### src/rtl/alu_nibble_sequencer_pkg.sv
// Shared types and constants for the ALU operand-entry sequencer.
// Opcode groups mirror the downstream 4-bit ALU opcode map.
package alu_seq_pkg;

   localparam int NIB_W = 4;

   typedef enum logic [2:0] {
      ST_LOAD_OP = 3'd0,
      ST_LOAD_A  = 3'd1,
      ST_LOAD_B  = 3'd2,
      ST_EXEC    = 3'd3,
      ST_HOLD    = 3'd4
   } seq_state_t;

   localparam logic [1:0] GRP_SHIFT   = 2'b00;
   localparam logic [1:0] GRP_ARITH   = 2'b01;
   localparam logic [1:0] GRP_LOGIC   = 2'b10;
   localparam logic [1:0] GRP_COMPARE = 2'b11;

   function automatic logic [1:0] op_group(input logic [NIB_W-1:0] op);
      return op[NIB_W-1 -: 2];
   endfunction

endpackage

### src/rtl/alu_nibble_sequencer_if.sv
// Nibble entry, ALU operand/result and LED-stage signals of the sequencer.
// slave = sequencer side, master = switches/ALU/LED side.
interface alu_nibble_sequencer_if;
   import alu_seq_pkg::*;

   logic [NIB_W-1:0] nib_in;
   logic             nib_valid;
   logic             nib_ready;
   logic [NIB_W-1:0] alu_op;
   logic [NIB_W-1:0] alu_a;
   logic [NIB_W-1:0] alu_b;
   logic [NIB_W-1:0] alu_res;
   logic             alu_z;
   logic             alu_c;
   logic [NIB_W-1:0] res_out;
   logic             res_z;
   logic             res_c;
   logic             res_valid;
   logic             entry_abort;

   modport slave (
      input  nib_in, nib_valid, alu_res, alu_z, alu_c,
      output nib_ready, alu_op, alu_a, alu_b,
             res_out, res_z, res_c, res_valid, entry_abort
   );

   modport master (
      output nib_in, nib_valid, alu_res, alu_z, alu_c,
      input  nib_ready, alu_op, alu_a, alu_b,
             res_out, res_z, res_c, res_valid, entry_abort
   );

endinterface

### src/rtl/alu_nibble_sequencer_timeout.sv
// Idle counter for partial operand entry: o_expire flags the abandoning edge,
// o_abort is the registered one-cycle pulse that follows it.
module alu_seq_timeout #(
   parameter int TIMEOUT_CYCLES = 8
) (
   input  logic clk,
   input  logic rst,
   input  logic i_active,
   input  logic i_accept,
   output logic o_expire,
   output logic o_abort
);

   localparam int CNT_W = ($clog2(TIMEOUT_CYCLES + 1) > 1) ? $clog2(TIMEOUT_CYCLES + 1) : 1;
   localparam logic [CNT_W-1:0] LAST_CNT = CNT_W'(TIMEOUT_CYCLES - 1);

   logic [CNT_W-1:0] r_cnt;
   logic             r_abort;

   // An accept on the terminal edge suppresses the expiry.
   assign o_expire = i_active && !i_accept && (r_cnt == LAST_CNT);
   assign o_abort  = r_abort;

   always_ff @(posedge clk or posedge rst) begin
      if (rst) begin
         r_cnt   <= '0;
         r_abort <= 1'b0;
      end else begin
         if (!i_active || i_accept || o_expire) r_cnt <= '0;
         else                                  r_cnt <= r_cnt + CNT_W'(1);
         r_abort <= o_expire;
      end
   end

endmodule

### src/rtl/alu_nibble_sequencer.sv
// Collects opcode/A/B nibbles for the 4-bit ALU and registers its result.
// Optional feature macro: ALU_SEQ_CHAIN_EN (HOLD opcode reuses res_out as A).
//
// state      | meaning
// LOAD_OP    | waiting for opcode nibble
// LOAD_A     | waiting for operand A
// LOAD_B     | waiting for operand B
// EXEC       | one settle cycle for the ALU; strobes dropped
// HOLD       | result valid; next opcode accepted
module alu_nibble_sequencer
   import alu_seq_pkg::*;
#(
   parameter int TIMEOUT_CYCLES = 0
) (
   input  logic                  clk,
   input  logic                  rst,
   alu_nibble_sequencer_if.slave bus
);

   seq_state_t       r_state, w_next_state;
   logic [NIB_W-1:0] r_alu_op, r_alu_a, r_alu_b, r_res_out;
   logic             r_res_z, r_res_c, r_res_valid;

   logic w_ready, w_accept, w_expire, w_abort;
   logic w_load_op, w_load_a, w_load_b, w_chain_a, w_capture, w_clr_valid;

   assign w_ready  = (r_state != ST_EXEC);
   assign w_accept = bus.nib_valid && w_ready;

   generate
      if (TIMEOUT_CYCLES > 0) begin : g_timeout
         alu_seq_timeout #(.TIMEOUT_CYCLES(TIMEOUT_CYCLES)) u_timeout (
            .clk      (clk),
            .rst      (rst),
            .i_active ((r_state == ST_LOAD_A) || (r_state == ST_LOAD_B)),
            .i_accept (w_accept),
            .o_expire (w_expire),
            .o_abort  (w_abort)
         );
      end else begin : g_no_timeout
         assign w_expire = 1'b0;
         assign w_abort  = 1'b0;
      end
   endgenerate

   always_ff @(posedge clk or posedge rst) begin
      if (rst) r_state <= ST_LOAD_OP;
      else     r_state <= w_next_state;
   end

   always_comb begin
      w_next_state = r_state;
      w_load_op    = 1'b0;
      w_load_a     = 1'b0;
      w_load_b     = 1'b0;
      w_chain_a    = 1'b0;
      w_capture    = 1'b0;
      w_clr_valid  = 1'b0;
      case (r_state)
         ST_LOAD_OP: begin
            if (w_accept) begin
               w_load_op    = 1'b1;
               w_next_state = ST_LOAD_A;
            end
         end
         ST_LOAD_A: begin
            if (w_accept) begin
               w_load_a     = 1'b1;
               w_next_state = ST_LOAD_B;
            end else if (w_expire) begin
               w_next_state = ST_LOAD_OP;
            end
         end
         ST_LOAD_B: begin
            if (w_accept) begin
               w_load_b     = 1'b1;
               w_next_state = ST_EXEC;
            end else if (w_expire) begin
               w_next_state = ST_LOAD_OP;
            end
         end
         ST_EXEC: begin
            w_capture    = 1'b1;
            w_next_state = ST_HOLD;
         end
         ST_HOLD: begin
            if (w_accept) begin
               w_load_op   = 1'b1;
               w_clr_valid = 1'b1;
`ifdef ALU_SEQ_CHAIN_EN
               w_chain_a    = 1'b1;
               w_next_state = ST_LOAD_B;
`else
               w_next_state = ST_LOAD_A;
`endif
            end
         end
         default: w_next_state = ST_LOAD_OP;
      endcase
   end

   always_ff @(posedge clk or posedge rst) begin
      if (rst) begin
         r_alu_op    <= '0;
         r_alu_a     <= '0;
         r_alu_b     <= '0;
         r_res_out   <= '0;
         r_res_z     <= 1'b0;
         r_res_c     <= 1'b0;
         r_res_valid <= 1'b0;
      end else begin
         if (w_load_op) r_alu_op <= bus.nib_in;
         if (w_load_a)       r_alu_a <= bus.nib_in;
         else if (w_chain_a) r_alu_a <= r_res_out;
         if (w_load_b) r_alu_b <= bus.nib_in;
         if (w_capture) begin
            r_res_out   <= bus.alu_res;
            r_res_z     <= bus.alu_z;
            r_res_c     <= bus.alu_c;
            r_res_valid <= 1'b1;
         end else if (w_clr_valid) begin
            r_res_valid <= 1'b0;
         end
      end
   end

   assign bus.nib_ready   = w_ready;
   assign bus.alu_op      = r_alu_op;
   assign bus.alu_a       = r_alu_a;
   assign bus.alu_b       = r_alu_b;
   assign bus.res_out     = r_res_out;
   assign bus.res_z       = r_res_z;
   assign bus.res_c       = r_res_c;
   assign bus.res_valid   = r_res_valid;
   assign bus.entry_abort = w_abort;

endmodule

### src/flat_wrapper.sv
// flat-port wrapper written by rule: the top's interface ports become plain ports
module alu_nibble_sequencer_flat import alu_seq_pkg::*;
#(
   parameter int TIMEOUT_CYCLES = 0
)
  (clk, rst, bus_nib_in, bus_nib_valid, bus_alu_res, bus_alu_z, bus_alu_c, bus_nib_ready, bus_alu_op, bus_alu_a, bus_alu_b, bus_res_out, bus_res_z, bus_res_c, bus_res_valid, bus_entry_abort);
  alu_nibble_sequencer_if bus_i ();
  input  logic clk;
  input  logic rst;
  input wire logic [$bits(bus_i.nib_in)-1:0] bus_nib_in;
  input wire logic [$bits(bus_i.nib_valid)-1:0] bus_nib_valid;
  input wire logic [$bits(bus_i.alu_res)-1:0] bus_alu_res;
  input wire logic [$bits(bus_i.alu_z)-1:0] bus_alu_z;
  input wire logic [$bits(bus_i.alu_c)-1:0] bus_alu_c;
  output wire logic [$bits(bus_i.nib_ready)-1:0] bus_nib_ready;
  output wire logic [$bits(bus_i.alu_op)-1:0] bus_alu_op;
  output wire logic [$bits(bus_i.alu_a)-1:0] bus_alu_a;
  output wire logic [$bits(bus_i.alu_b)-1:0] bus_alu_b;
  output wire logic [$bits(bus_i.res_out)-1:0] bus_res_out;
  output wire logic [$bits(bus_i.res_z)-1:0] bus_res_z;
  output wire logic [$bits(bus_i.res_c)-1:0] bus_res_c;
  output wire logic [$bits(bus_i.res_valid)-1:0] bus_res_valid;
  output wire logic [$bits(bus_i.entry_abort)-1:0] bus_entry_abort;
  assign bus_i.nib_in = bus_nib_in;
  assign bus_i.nib_valid = bus_nib_valid;
  assign bus_i.alu_res = bus_alu_res;
  assign bus_i.alu_z = bus_alu_z;
  assign bus_i.alu_c = bus_alu_c;
  assign bus_nib_ready = bus_i.nib_ready;
  assign bus_alu_op = bus_i.alu_op;
  assign bus_alu_a = bus_i.alu_a;
  assign bus_alu_b = bus_i.alu_b;
  assign bus_res_out = bus_i.res_out;
  assign bus_res_z = bus_i.res_z;
  assign bus_res_c = bus_i.res_c;
  assign bus_res_valid = bus_i.res_valid;
  assign bus_entry_abort = bus_i.entry_abort;
  alu_nibble_sequencer #(.TIMEOUT_CYCLES(TIMEOUT_CYCLES)) u_core (.clk(clk), .rst(rst), .bus(bus_i));
endmodule
### config.mk
export PLATFORM = sky130hd
export DESIGN_NAME = alu_nibble_sequencer_flat
export DESIGN_NICKNAME = d
export VERILOG_FILES = /design/src/rtl/alu_nibble_sequencer_pkg.sv /design/src/rtl/alu_nibble_sequencer_if.sv /design/src/rtl/alu_nibble_sequencer_timeout.sv /design/src/rtl/alu_nibble_sequencer.sv /design/src/flat_wrapper.sv
export SDC_FILE = /design/constraint.sdc
export NUM_CORES = 1
export LEC_CHECK = 0
export BUFFER_PORTS_ARGS = -buffer_cell sky130_fd_sc_hd__buf_2
export CAP_MARGIN = 5
export CORE_MARGIN = 2
export CORE_UTILIZATION = 50
export DETAILED_ROUTE_END_ITERATION = 10
export PLACE_DENSITY = 0.83
export SYNTH_ARGS = -nofsm -noshare
export SYNTH_HDL_FRONTEND = slang
export SYNTH_SLANG_ARGS = --single-unit
export TNS_END_PERCENT = 100
### constraint.sdc
create_clock -name clk -period 1.89 [get_ports clk]
set_input_delay 0.2835 -clock clk [delete_from_list [all_inputs] [get_ports clk]]
set_output_delay 0.2835 -clock clk [all_outputs]
set_load 0.02 [all_outputs]
## After elaboration in Yosys (flattened, before gate mapping)

Cells that the tools add are included.

- Register bits: 22
- Output and inout bits: 21
- Logic and storage cells: 33

- Equality and inequality tests: 8
- Muxes and demuxes: 12
- Reduce and logical (&&, ||, !) cells: 5

Operator list:

| cell | count |
|---|---|
| case mux 3 bit (4 select lines) | 1 |
| 2-to-1 mux 3 bit | 3 |
| 2-to-1 mux 1 bit | 8 |
| equality test 3 x 2 -> 1 bit, second input constant | 2 |
| inequality test 2 x 1 -> 1 bit, second input constant | 3 |
| equality test 3 x 1 -> 1 bit, second input constant | 1 |
| equality test 3 bit, second input constant | 1 |
| logical NOT 3 bit | 1 |
| inequality test 3 x 2 -> 1 bit, second input constant | 1 |
| AND reduction 3 bit | 1 |
| nonzero test 2 bit | 1 |
| OR reduction 2 bit | 1 |
| logical AND 1 bit | 1 |

## Longest topological paths before layout

Gate-level depths: netlist of the first run.

- Depth after elaboration: 6
- Gate-level depth with buffers: 3
- Depth with buffers taken out: 2

## Worst setup path after synthesis of the first run

No wires, ideal clock.

- Path type: reg2reg
- From: reg u_core.r_state[0]
- To: reg u_core.r_alu_b[0] (netlist: u_core.bus.alu_b[0])
- Library setup time: 0.125 ns
- Arrival: 1.165 ns
- Required time: 1.765 ns
- Slack: 0.600 ns
- Stages on the path, launching flop included: 4
- Path buffers: 1
- Clock period less this slack: 1.290 ns
- Cells stage by stage: dfrtp_1 buf_4 and4bb_4 mux2_2

- Longest elaborated chain between the ends: 4
- Elaborated cells on any way between the ends: 5
- Classes of those cells: eq/ne: 2; mux: 2; reduce/logical: 1

RTL lines:

| what | RTL line | source |
|---|---|---|
| start: declaration | alu_nibble_sequencer.sv:20 | `seq_state_t r_state, w_next_state;` |
| start signal: assignment | alu_nibble_sequencer.sv:48 | `else r_state <= w_next_state;` |
| inequality test 3 x 2 -> 1 bit | alu_nibble_sequencer.sv:27 | `assign w_ready = (r_state != ST_EXEC);` |
| logical AND 1 bit | alu_nibble_sequencer.sv:28 | `assign w_accept = bus.nib_valid && w_ready;` |
| 2-to-1 mux 1 bit | alu_nibble_sequencer.sv:75 | `if (w_accept) begin` |
| 2-to-1 mux 1 bit * | alu_nibble_sequencer.sv:59 | `case (r_state)` |
| end signal: assignment | alu_nibble_sequencer.sv:115 | `if (w_load_b) r_alu_b <= bus.nib_in;` |
| end: declaration | alu_nibble_sequencer.sv:21 | `logic [NIB_W-1:0] r_alu_op, r_alu_a, r_alu_b, r_res_out;` |

Mark *: on every way between the ends. The rest lies on a longest branch, timed or not.
A chain may end at the register's enable or synchronous reset.

## Worst setup path in the final report of the first run

- From: reg u_core.r_state[2]
- To: out bus_nib_ready

- Longest elaborated chain between the ends: 1

RTL lines:

| what | RTL line | source |
|---|---|---|
| inequality test 3 x 2 -> 1 bit | alu_nibble_sequencer.sv:27 |  |
| end: declaration | flat_wrapper.sv:15 | `output wire logic [$bits(bus_i.nib_ready)-1:0] bus_nib_ready;` |

No other way between the ends.

==> flow_metrics.tcl, run 1 <==
set metrics [dict create \
    cp_cell_sequence "nand3b_2 > buf_2" \
    cts_buffers 3 \
    slew_violations 0 \
    setup-violations-final 0 \
    postCtsSetupBuffers 0 \
    drt-total-wl_um 1577 \
    critical_path_class "reg2out" \
    rsz0062_at_grt "false" \
    comb_power_share_pct 43.0 \
    reg2reg_depth 2 \
    critical_path_required_ps 1610 \
    setup_ws_ps 248.5 \
    grt_pass1_vias 503 \
    h-tree-depth 1 \
    clk_latency_ps 300 \
    hold_path_end "u_core.bus.res_out[2]" \
    switching_share_pct 36.96 \
    clk_pin_slew_worst_paths_ps 120 \
    die-area_sq_um 2195 \
    rows 15 \
    viasPerCell 4.983 \
    chipWidth_um 46.86 \
    ys_types 18 \
    antenna_found_initial 0 \
    ys_warn_count 0 \
    r2r-end "u_core.bus.alu_b[1]" \
    cts_sinks 22 \
    clock_power_share_pct 16.6 \
    regToRegSetupSlack_ps 520 \
    netSwitchingPower_w 0.0007877 \
    hp-start "bus_alu_res[2]" \
    dr.pass1.iters 2 \
    root_buffer "clkbuf_4" \
    clock.fmax_mhz 609.2 \
    final_cell_mix "buf_2 (32), dfrtp_1 (22), mux2_2 (16)" \
    finalHoldViolations 0 \
    setup_tns_ps 0 \
    period_needed_ps 1642 \
    synth.yosys.seq_area_share_pct 59.95 \
    min_period_over_period_pct 86.85 \
    layout_commonest_cell "buf_2" \
    worst_clock_skew_ps 2.647 \
    gp_congestion 0.6802 \
    start_kind "register" \
    cp-end-kind "primary output" \
    syn_inst 60 \
    syn_area_sq_um 918.4 \
    holdPathStages 2 \
    area_delta_synth_final_pct 26.02 \
    grt.overflow.total 0 \
    outcome "finished, final reports clean" \
    ir_drop_mv 1.003 \
    p_leak_nw 0.5569 \
    synth-seq-cells 22 \
    cp.arrival_ps 1360 \
    io_buffers 32 \
    vias 598 \
    first_iter_violations 1 \
    power.density_nw_per_um2 1841 \
    ant_nets 0 \
    cp_slowest_cell "dfrtp_1" \
    num_antenna_cells 0 \
    rr_startpoint "u_core.r_state[0]" \
    drt-wirelength-per-cell_um 13.14 \
    drc 0 \
    grt_first_pass_wirelength_um 2401 \
    seq_power_share_pct 40.4 \
    hp-class "in2reg" \
    syn_nets 73 \
    post_synth.cell_area_avg_sq_um 15.31 \
    grt_usage_pct 16.25 \
    layout-drive-gt1-share_pct 61.05 \
    preCtsSetupSlack_ps 539.0 \
    die_y_um 46.86 \
    ctsLongestPathBuffers 2 \
    slowest_delay_ps 460 \
    p_int_w 0.001343 \
    cap_viol_max_count 0 \
    cts_tree "yes" \
    io_pins 34 \
    nNetsFinal 109 \
    core-area_sq_um 1727 \
    grt_max_degree 23 \
    initial_utilization_pct 53.19 \
    crit_path_max_fanout 9 \
    dp_hpwl_um 1152 \
]
## power groups by stage
stage	registers (W)	logic (W)	clock network, W
2_1_floorplan	0.00107	0.000448	0
3_3_place_gp	0.000852	0.000907	0
3_5_place_dp	0.000866	0.000929	0
4_1_cts	0.000859	0.000935	0.000363
5_1_grt	0.000890	0.000990	0.000377
6_report	0.000861	0.000916	0.000354
## metal layers
metal	GRT usage [%]	wire, um	vias to the layer above	part of all wire, %
met5	0	0	-	0
met1	22.11	661	289	42
met3	2.692	98	4	6.2
li1	-	-	285	-
met4	10.00	38	0	2.4
met2	24.38	778	20	49
## area by class of cell
class | instances | area, sq um
clock buffers | 3 | 22.52
clock inverters | 1 | 30.03
fillers | 144 | 569.3
inverters | 2 | 7.507
multi-input cells | 33 | 337.8
flip-flops and latches | 22 | 550.5
well taps | 25 | 31.28
repair buffers | 34 | 177.7
## registers in the layout (all words and copies together) (netlist names)
register	count
u_core.bus.res_out	4
u_core.bus.alu_a	4
u_core.bus.res_z	1
u_core.bus.alu_b	4
u_core.r_state	3
u_core.bus.res_valid	1
u_core.bus.res_c	1
u_core.bus.alu_op	4
## timing repair
action                                 4_1_cts  5_1_grt
resized for setup                            0        0
endpoints found under the hold margin       22        0
hold buffers                                 1        0
## critical path, delay by kind of cell, from the launching register on
family,cells,cell delay [ps]
buffers and inverters,1,230
AND/OR/NAND/NOR,1,360
flip-flops,1,460
## cell families after synthesis
family,Yosys count,synth area share (%)
flip-flops,22,59.95
multiplexers,18,22.07
AND/OR/NAND/NOR,11,11.85
buffers and inverters,5,3.270
AO/OA/AOI/OAI,3,2.452
other,1,0.4083
## cells in the mapped netlist
library cell  instances  share of area, %
a211o_2               1               1.1
and4bb_4              2               3.5
dfrtp_1              22                60
nor3b_4               1               2.0
a21oi_1               1              0.54
conb_1                1              0.41
nand3b_2              1               1.2
inv_1                 2              0.82
o211ai_1              1              0.82
nand2b_1              2               1.4
mux2_1                2               2.5
mux2_2               16                20
nor4b_1               1              0.95
buf_4                 3               2.5
nand2_1               1              0.41
nand3b_1              1              0.82
nor2_1                1              0.41
or4b_1                1               1.1
## worst max path at each step
stage / from / end / slack, ps / cells past startpoint
after floorplan: u_core.r_state[0] / u_core.bus.alu_b[0] / 600 / 3
after global placement: u_core.r_state[0] / u_core.bus.alu_b[2] / 560 / 2
after detailed placement: u_core.r_state[0] / u_core.bus.alu_b[1] / 540 / 2
after CTS: u_core.r_state[2] / bus_nib_ready / 240 / 2
after global routing: u_core.r_state[2] / bus_nib_ready / 150 / 2
final: u_core.r_state[2] / bus_nib_ready / 250 / 2
## per-stage QoR
stage | cells | power (W) | cell area, sq um | hold WS [ps] | util (%)
final | 120 | 0.002131 | 1157 | 199.5 | 67.03
after global routing | 120 | 0.002257 | 1157 | 189.4 | 67.03
after CTS | 120 | 0.002157 | 1157 | 190.0 | 67.03
after detailed placement | 115 | 0.001795 | 1095 | 331.9 | 63.41
after global placement | 115 | 0.001759 | 1095 | 323.2 | 63.41
after floorplan | 60 | 0.001519 | 918.4 | 272.7 | -
No activity file was read; power rests on OpenSTA's default activity.
==> run 2: changes to the inputs <==
SYNTH_HIERARCHICAL = 1   (was not set)
==> flow_metrics.tcl, run 2 <==
set metrics [dict create \
    syn_inst 59 \
    grt_first_pass_wirelength_um 2601 \
    cts_sinks 22 \
    syn_nets 72 \
    outcome "finished, final reports clean" \
    hold_ws_ps 193.7 \
    path_delay_family "flip-flops" \
    viasPerCell 4.858 \
    drt-wirelength-per-cell_um 13.96 \
    h-tree-depth 1 \
    critical_path_required_ps 1610 \
    gp_congestion 0.7074 \
    slowest_delay_ps 480 \
    synth_common_cells "dfrtp_1 (22), mux2_2 (14), mux2_4 (4), buf_4 (2), inv_1 (2)" \
    io_pins 34 \
    ctsLongestPathBuffers 2 \
    cp_cell_sequence "nand3b_2 > buf_2" \
    clk_latency_ps 310 \
    grt_usage_pct 16.77 \
    cp-end-kind "primary output" \
    grt_max_degree 23 \
    synth.yosys.seq_area_share_pct 59.62 \
    netSwitchingPower_w 0.0007986 \
    critical_path_class "reg2out" \
    layout-drive-gt1-share_pct 62.11 \
    rows 15 \
    clock_power_share_pct 16.5 \
    hp-class "in2reg" \
    multi_input_area_sq_um 350.3 \
    synth.area.top_cells "dfrtp_1 (60%), mux2_2 (17%), mux2_4 (6.5%), nor3b_4 (2.0%), and4bb_4 (1.8%)" \
    num_antenna_cells 0 \
    dr.pass1.iters 4 \
    clk_pin_slew_worst_paths_ps 130 \
    chipWidth_um 46.98 \
    cp.arrival_ps 1390 \
    ys_warn_count 6 \
    synth-edff-count 0 \
    rr_startpoint "u_core/r_state[0]" \
    drt-total-wl_um 1675 \
    first_iter_violations 7 \
    p_leak_nw 0.5680 \
    p_int_w 0.001369 \
    final_area_sq_um 1170 \
    grt.overflow.total 0 \
    final_cell_mix "buf_2 (32), dfrtp_1 (22), mux2_2 (14)" \
    cp_slowest_cell "dfrtp_1" \
    nNetsFinal 109 \
    cts_buffers 3 \
    cts_tree "yes" \
    area_delta_synth_final_pct 26.69 \
    io_buffers 32 \
    synthArstFlopShare_pct 100.0 \
    yosysTopAreaCellShare_pct 59.62 \
    setup_tns_ps 0 \
    ys.flop_type "dfrtp_1" \
    comb_power_share_pct 43.8 \
    yosys.area.top_type "dfrtp_1" \
    num-fill-cells 145 \
    power.total_w 0.002167 \
    cap_viol_max_count 0 \
    ir_drop_mv 1.371 \
    seq_area_sq_um 550.5 \
    die-area_sq_um 2207 \
    finalHoldViolations 0 \
    crit_start "u_core/r_state[2]" \
    initial_utilization_pct 53.48 \
    post_synth.cell_area_avg_sq_um 15.65 \
    clock.fmax_mhz 596.7 \
    crit_path_max_fanout 9 \
    grt_pass1_vias 544 \
    synth_most_common_cell "dfrtp_1" \
    root_buffer "clkbuf_4" \
    rsz0062_at_grt "false" \
    synth-seq-cells 22 \
    core-area_sq_um 1727 \
    vias 583 \
    hp-start "bus_alu_res[1]" \
    die_y_um 46.98 \
    min_period_over_period_pct 88.67 \
    switching_share_pct 36.85 \
    seq_power_share_pct 39.7 \
    antenna_found_initial 0 \
    ys_types 20 \
    slew_violations 0 \
    start_kind "register" \
    drc 0 \
    power.density_nw_per_um2 1853 \
    syn_area_sq_um 923.4 \
    dp_hpwl_um 1235 \
    setup-violations-final 0 \
    cp.buffers_inverters 1 \
    ant_nets 0 \
    layout_commonest_cell "buf_2" \
    worst_clock_skew_ps 10.52 \
    period_needed_ps 1676 \
    placed_area_sq_um 1107 \
    regToRegSetupSlack_ps 500 \
    post_cts_resized 0 \
]
==> run 2: cell count changes after synthesis, sizes merged <==
cell | previous run | this run
or3 | 0 | 1
a211o | 1 | 0
or2b | 0 | 1
buf | 3 | 2
nor2 | 1 | 0
nor3b | 1 | 2
nand2b | 2 | 1
==> run 2: kinds of logic (layout without fill, tap and decap cells) <==
group                  after synthesis  count (layout)  share of synthesized area [%]
AOI/OAI and AO/OA                    2               2                          1.355
DFF                                 22              22                          59.62
buffers and inverters                4              40                          2.439
other                                1               1                         0.4061
and+or+nand+nor                     12              12                          12.60
muxes                               18              18                          23.58
==> run 2: layout make-up <==
class / instances / share of cell area [%]
Tap cell: 25 / 2.674
Clock inverter: 1 / 2.567
Multi-Input combinational cell: 33 / 29.95
Clock buffer: 3 / 1.925
Inverter: 2 / 0.6417
Sequential cell: 22 / 47.06
Timing Repair Buffer: 34 / 15.19
==> run 2: power groups by stage <==
stage | clock network, W | registers (W) | logic [W]
2_1_floorplan | 0 | 0.00109 | 0.000449
3_3_place_gp | 0 | 0.000858 | 0.000932
3_5_place_dp | 0 | 0.000871 | 0.000960
4_1_cts | 0.000363 | 0.000862 | 0.000962
5_1_grt | 0.000375 | 0.000893 | 0.00101
6_report | 0.000358 | 0.000860 | 0.000949
==> run 2: metal layers <==
layer | vias up | part of all wire (%) | global-route usage [%]
met4 | 0 | 0.72 | 6.667
met2 | 13 | 52 | 25.75
met3 | 2 | 3.6 | 3.077
met5 | - | 0 | 0
li1 | 280 | - | -
met1 | 288 | 44 | 23.69
==> run 2: per-stage QoR <==
stage                     instances  utilization [%]  setup WS (ps)
after floorplan                  59                -          606.2
after global placement          115            64.13          541.9
after detailed placement        115            64.13          513.7
after CTS                       120            67.75          215.9
after global routing            120            67.75          155.5
final                           120            67.75          214.1
==> run 2: worst paths after layout <==
| path | to | cells past startpoint |
|---|---|---|
| max in group asynchronous | u_core/r_state[0] | 4 |
| min reg2reg | u_core/bus.alu_b[1] | 1 |
| max reg2reg | u_core/bus.alu_b[1] | 2 |
| max | bus_nib_ready | 2 |
| min | u_core/bus.res_out[1] | 2 |
| min in group asynchronous | u_core/bus.res_z | 4 |
==> run 2: timing repair <==
| action | CTS | global route |
|---|---|---|
| endpoints found under the hold margin | 22 | 0 |
| buffers inserted | 0 | 0 |
| setup endpoints to repair | 0 | 0 |
| hold buffers | 1 | 0 |
